<file path="config.mk">
export PLATFORM = sky130hd
export DESIGN_NAME = fifo_drain_stream
export DESIGN_NICKNAME = d
export VERILOG_FILES = /design/src/rtl/fifo_pkg.sv /design/src/rtl/fifo_drain_obuf.sv /design/src/rtl/fifo_drain_stream.sv
export SDC_FILE = /design/constraint.sdc
export NUM_CORES = 1
export LEC_CHECK = 0
export CAP_MARGIN = 20
export CORE_MARGIN = 3
export CORE_UTILIZATION = 30
export CTS_CLUSTER_DIAMETER = 30
export CTS_CLUSTER_SIZE = 8
export DETAILED_ROUTE_END_ITERATION = 8
export PLACE_DENSITY = 0.64
export SYNTH_ARGS = -nofsm -noshare
export SYNTH_HDL_FRONTEND = slang
export SYNTH_SLANG_ARGS = --single-unit
</file>
<file path="constraint.sdc">
create_clock -name clk -period 1.7 [get_ports clk]
set_input_delay 0.425 -clock clk [delete_from_list [all_inputs] [get_ports clk]]
set_output_delay 0.425 -clock clk [all_outputs]
set_load 0.05 [all_outputs]
</file>
<file path="src/rtl/fifo_pkg.sv">
// Shared FIFO definitions: word width, address width, word type and the
// drain-stage state encoding used by fifo_drain_stream.
package fifo_pkg;

    localparam int DATA_WIDTH = 8;
    localparam int ADDR_WIDTH = 4;

    typedef logic [DATA_WIDTH-1:0] data_t;

    typedef enum logic [1:0] {
        IDLE = 2'd0,
        RUN  = 2'd1,
        STOP = 2'd2
    } drain_state_e;

endpackage

</file>
<file path="src/rtl/fifo_drain_obuf.sv">
// Small circular output buffer for the drain stage. The head word is read
// combinationally so the stream can present it in the same cycle; with only
// 2..4 entries this stays in fabric registers.
module fifo_drain_obuf
    import fifo_pkg::*;
#(
    parameter int DATA_WIDTH = fifo_pkg::DATA_WIDTH,
    parameter int OBUF_DEPTH = 2
) (
    input  logic                              clk,
    input  logic                              rst,
    input  logic                              i_wr,
    input  logic [DATA_WIDTH-1:0]             i_wr_data,
    input  logic                              i_rd,
    output logic [DATA_WIDTH-1:0]             o_head,
    output logic [$clog2(OBUF_DEPTH+1)-1:0]   o_occ
);

    localparam int PTR_W = (OBUF_DEPTH > 2) ? 2 : 1;
    localparam int CNT_W = $clog2(OBUF_DEPTH + 1);

    logic [DATA_WIDTH-1:0] r_mem [OBUF_DEPTH];
    logic [PTR_W-1:0]      r_wr_ptr;
    logic [PTR_W-1:0]      r_rd_ptr;
    logic [CNT_W-1:0]      r_occ;

    // Storage write at the write pointer; contents need no reset because
    // occupancy alone decides which entries are meaningful.
    always_ff @(posedge clk) begin
        if (i_wr) begin
            r_mem[r_wr_ptr] <= i_wr_data;
        end
    end

    // Pointer and occupancy bookkeeping; pointers wrap at OBUF_DEPTH, which
    // need not be a power of two.
    always_ff @(posedge clk) begin
        if (rst) begin
            r_wr_ptr <= '0;
            r_rd_ptr <= '0;
            r_occ    <= '0;
        end else begin
            if (i_wr) begin
                r_wr_ptr <= (r_wr_ptr == PTR_W'(OBUF_DEPTH - 1)) ? '0 : r_wr_ptr + 1'b1;
            end
            if (i_rd) begin
                r_rd_ptr <= (r_rd_ptr == PTR_W'(OBUF_DEPTH - 1)) ? '0 : r_rd_ptr + 1'b1;
            end
            case ({i_wr, i_rd})
                2'b10:   r_occ <= r_occ + 1'b1;
                2'b01:   r_occ <= r_occ - 1'b1;
                default: r_occ <= r_occ;
            endcase
        end
    end

    assign o_head = r_mem[r_rd_ptr];
    assign o_occ  = r_occ;

endmodule

</file>
<file path="src/rtl/fifo_drain_stream.sv">
// Drain stage between the FIFO and a valid/ready consumer. Issues pops only
// when the output buffer can absorb every word already in flight, captures
// the FIFO's registered read data one cycle after each pop and streams it.
// Optional statistics counters are built when FIFO_DRAIN_STATS_EN is defined.
module fifo_drain_stream
    import fifo_pkg::*;
#(
    parameter int DATA_WIDTH = fifo_pkg::DATA_WIDTH,
    parameter int OBUF_DEPTH = 2
) (
    input  logic                  clk,
    input  logic                  rst,
    input  logic                  en,
    input  logic                  fifo_empty,
    input  logic                  fifo_push,
    input  logic [DATA_WIDTH-1:0] fifo_data_out,
    output logic                  fifo_pop,
    output logic                  m_valid,
    input  logic                  m_ready,
    output logic [DATA_WIDTH-1:0] m_data,
    output logic                  busy
`ifdef FIFO_DRAIN_STATS_EN
    ,
    output logic [15:0]           words_out,
    output logic [15:0]           stall_cycles
`endif
);

    localparam int CNT_W = $clog2(OBUF_DEPTH + 1);

    drain_state_e          r_state;
    drain_state_e          w_state_next;
    logic                  r_inflight;
    logic [CNT_W-1:0]      w_occ;
    logic [DATA_WIDTH-1:0] w_head;
    logic [CNT_W:0]        w_outstanding;
    logic                  w_credit;
    logic                  w_buf_nonempty;
    logic                  w_bypass;
    logic                  w_take;
    logic                  w_buf_wr;
    logic                  w_buf_rd;

    // State register.
    always_ff @(posedge clk) begin
        if (rst) begin
            r_state <= IDLE;
        end else begin
            r_state <= w_state_next;
        end
    end

    // Next-state logic: STOP waits for the last issued pop to land before
    // returning to IDLE, but re-enabling resumes RUN immediately.
    always_comb begin
        w_state_next = r_state;
        case (r_state)
            IDLE:    if (en) w_state_next = RUN;
            RUN:     if (!en) w_state_next = STOP;
            STOP: begin
                if (en) begin
                    w_state_next = RUN;
                end else if (!r_inflight) begin
                    w_state_next = IDLE;
                end
            end
            default: w_state_next = IDLE;
        endcase
    end

    // A pop is allowed only if the buffer can hold every word it already
    // holds plus the one in flight plus this one. A push in the same cycle
    // would make the FIFO ignore the pop, so none is issued then.
    assign w_outstanding = {1'b0, w_occ} + {{CNT_W{1'b0}}, r_inflight};
    assign w_credit      = w_outstanding < (CNT_W+1)'(OBUF_DEPTH);
    assign fifo_pop      = (r_state == RUN) && !fifo_empty && !fifo_push && w_credit;

    // The FIFO's read data is valid the cycle after a pop.
    always_ff @(posedge clk) begin
        if (rst) begin
            r_inflight <= 1'b0;
        end else begin
            r_inflight <= fifo_pop;
        end
    end

    // When the buffer is empty the landing word is shown directly; if the
    // consumer takes it straight away it never enters the buffer.
    assign w_buf_nonempty = (w_occ != '0);
    assign w_bypass       = r_inflight && !w_buf_nonempty;
    assign m_valid        = w_buf_nonempty || r_inflight;
    assign m_data         = w_buf_nonempty ? w_head :
                            (r_inflight ? fifo_data_out : '0);
    assign w_take         = m_valid && m_ready;
    assign w_buf_wr       = r_inflight && !(w_bypass && m_ready);
    assign w_buf_rd       = w_take && w_buf_nonempty;
    assign busy           = (r_state != IDLE) || r_inflight || w_buf_nonempty;

    fifo_drain_obuf #(
        .DATA_WIDTH (DATA_WIDTH),
        .OBUF_DEPTH (OBUF_DEPTH)
    ) u_obuf (
        .clk       (clk),
        .rst       (rst),
        .i_wr      (w_buf_wr),
        .i_wr_data (fifo_data_out),
        .i_rd      (w_buf_rd),
        .o_head    (w_head),
        .o_occ     (w_occ)
    );

`ifdef FIFO_DRAIN_STATS_EN
    logic [15:0] r_words_out;
    logic [15:0] r_stall_cycles;

    // Saturating counters of delivered words and consumer stall cycles.
    always_ff @(posedge clk) begin
        if (rst) begin
            r_words_out    <= '0;
            r_stall_cycles <= '0;
        end else begin
            if (w_take && (r_words_out != 16'hFFFF)) begin
                r_words_out <= r_words_out + 16'd1;
            end
            if (m_valid && !m_ready && (r_stall_cycles != 16'hFFFF)) begin
                r_stall_cycles <= r_stall_cycles + 16'd1;
            end
        end
    end

    assign words_out    = r_words_out;
    assign stall_cycles = r_stall_cycles;
`endif

endmodule
</file>
==> flow_metrics.tcl <==
set metrics [dict create \
    grt_max_degree 14 \
    wl_met3_um 157 \
    crit_end "busy" \
    top_layer_used "met4" \
    num_rows 20 \
    synth_top_area_share_pct 47.5 \
    vdd_drop_max_mv 0.394 \
    ys_seq_area_share_pct 63.4 \
    finalSetupViolations 10 \
    synth_seq_cells 24 \
    reg2regPathDepth 6 \
    skew_ns 0.00117 \
    maxSlewViolCount 0 \
    yosys_warnings 0 \
    via_count 813 \
    period_needed_ns 1.96 \
    antenna_cells 0 \
    clkPwrFrac_pct 23.0 \
    place_ws_ns -0.259 \
    cellPowerDensity_nw_per_um2 621 \
    via_per_inst 4.59 \
    fill_cells 264 \
    seq_area_um2 643 \
    drtIter0Drc 17 \
    worst_setup_path_start_kind "flip-flop" \
    synth_fp_nets 100 \
    cts.clk_slew.worst_paths_ns 0.12 \
    cp_data_arrival_time_ns 1.54 \
    rsz0062_at_grt "true" \
    yosys.area.top_type "edfxtp_1" \
    synthTopCellsByArea "edfxtp_1 48%, dfxtp_1 16%, mux2i_1 7.9%, o21ai_0 5.0%, nand3_1 4.0%" \
    wl_mm 2.26 \
    p_seq_share_pct 58.9 \
    cts_made_buffers 3 \
    maxClockFrequency_mhz 510 \
    clk_path_buf_depth 2 \
    avgSynthCellArea_um2 11.9 \
    wl_per_cell_um 12.8 \
    rrSetupSlack_ns 0.03 \
    pin_count 25 \
    wl_met2_mm 1.14 \
    cts_tree "yes" \
    internal_power_mw 0.813 \
    die_w_um 64.1 \
    min_period_over_period_pct 115 \
    final_nets 149 \
    power_frac_comb_pct 18.1 \
    clock_latency_ns 0.31 \
    layout-area-overhead-vs-synth_pct 70.5 \
    fp.dieArea_um2 4100 \
    netlist_area_um2 1010 \
    multi_input_area_um2 465 \
    critical_path_required_ns 1.27 \
    drc_errors 0 \
    hold_start "r_state[0]" \
    start_util_pct 32.3 \
    cts_sinks 24 \
    tightestPinTransition_ns 0.258 \
    swShare_pct 24.1 \
    worstSetupPathType "flip-flop to primary output" \
    grt_pass1_wl_mm 3.64 \
    htree_levels 1 \
    leakage_nw 0.623 \
    hp-class "flip-flop to flip-flop" \
    coreArea_um2 3130 \
    syn_inst 85 \
    wl_met1_um 888 \
    first_pass_iters 4 \
    fin_ws_ns -0.261 \
    crit_start "u_obuf.o_occ[1]" \
    ys_types 22 \
    die_h_um 64.1 \
    switchingPower_mw 0.258 \
    worstReg2RegStart "u_obuf.o_occ[1]" \
    grt_usage_pct 11.8 \
    timing.rr.end "u_obuf.o_occ[1]" \
    instances_no_fill 177 \
    grt_pass1_vias 820 \
    drive_gt1_share_pct 49.6 \
    hpwl_mm 1.59 \
    antenna_found_initial 0 \
    path_max_fanout 2 \
    gp_congestion 0.775 \
    finalSetupTns_ns -1.87 \
    grt_remaining_overflow 0 \
    numPortBuffers 24 \
    cap_violations 0 \
    dpl-instance-area_um2 1540 \
    cts_hold_buf 0 \
    final_core_util_pct 55.1 \
    worstSetupEndpointType "primary output" \
    violations "negative setup slack" \
    stdcell_area_um2 1720 \
    root_buffer "clkbuf_4" \
    slew_headroom_pct 82.3 \
    finalHoldViolCount 0 \
    outcome "complete, but fails checks" \
    place_inst 170 \
    postRouteAntennaNets 0 \
]
worst max-delay path, stage by stage, from the launching register on:
cell and delay (ns):
dfxtp_2 0.34, or3_4 0.39, or3_4 0.34, buf_6 0.16
Yosys cell counts:
cell	instances
clkbuf_2	1
edfxtp_1	16
mux2i_1	8
nand3_1	8
nor3_1	2
nor2_1	9
inv_1	3
xor2_1	2
or3_1	3
nand2_1	2
or3_2	1
clkbuf_1	2
mux2_4	1
a211oi_1	1
ha_1	1
a21bo_2	1
o21ai_0	10
xnor2_1	1
a21oi_1	2
nor2b_1	2
buf_2	1
dfxtp_1	8
timing repair:
action                     in CTS  in global routing
gates resized for setup        22                 14
pin swaps                       3                  6
setup endpoints to repair      11                 12
setup buffers                   1                  1
gates cloned                    1                  0
metrics by stage:
| stage | power, mW | hold slack [ns] |
|---|---|---|
| after floorplan | 0.716 | 0.450 |
| after global placement | 0.810 | 0.469 |
| after detailed placement | 0.814 | 0.497 |
| after CTS | 1.08 | 0.506 |
| after global routing | 1.13 | 0.520 |
| final | 1.07 | 0.518 |
layer usage:
| layer | vias up | GRT usage [%] |
|---|---|---|
| met4 | 0 | 7.55 |
| met3 | 6 | 3.34 |
| li1 | 399 | - |
| met1 | 381 | 12.9 |
| met5 | - | 0 |
| met2 | 27 | 19.7 |
registers in the layout (all words and copies together), names as in the netlist, named ones only:
name,cells
u_obuf.r_mem,16
u_obuf.r_wr_ptr,1
r_inflight,1
u_obuf.r_rd_ptr,1
u_obuf.o_occ,2
r_state,2
cells in the final DEF (no fill, tap or decap), types with 3 or more instances in the layout:
cell type | Yosys | routed
buf_12 | 0 | 9
buf_4 | 0 | 21
buf_6 | 0 | 5
clkbuf_4 | 0 | 3
clkdlybuf4s50_1 | 0 | 12
dfxtp_1 | 8 | 6
edfxtp_1 | 16 | 16
inv_1 | 3 | 3
mux2i_1 | 8 | 8
nand3_2 | 0 | 7
nor2_1 | 9 | 7
o21ai_2 | 0 | 8
or3_4 | 0 | 3
how the worst min path moves through the flow:
stage	to	slack, ns	depth (start not counted)
2_1_floorplan	r_state[0]	0.45	1
3_3_place_gp	r_state[0]	0.47	1
3_5_place_dp	u_obuf.r_rd_ptr	0.50	2
4_1_cts	r_inflight	0.51	3
5_1_grt	r_inflight	0.52	3
6_report	r_state[0]	0.52	1
power by group through the flow:
stage	registers [mW]	clock network [mW]	logic, mW
global route	0.631	0.289	0.205
CTS	0.631	0.258	0.187
floorplan	0.644	0	0.0721
finish	0.631	0.247	0.194
detailed placement	0.643	0	0.170
global placement	0.643	0	0.167
cell type report:
cell class	count	share of cell area, %
Multi-Input combinational cell	54	27.0
Timing Repair Buffer	48	30.3
Tap cell	44	3.19
Clock buffer	3	1.31
Inverter	3	0.653
Sequential cell	24	37.3
Clock inverter	1	0.218
kinds of logic (layout without fill, tap and decap cells):
logic type,after synthesis,count (layout),synth area share (%)
adders and majority gates,1,1,1.24
muxes,9,9,9.41
AOI/OAI and AO/OA,14,14,7.67
xor gates and xnor gates,3,3,2.60
DFF,24,24,63.4
buffers and inverters,7,55,2.85
and+or+nand+nor,27,27,12.9
Power figures use the tool's default switching activity.
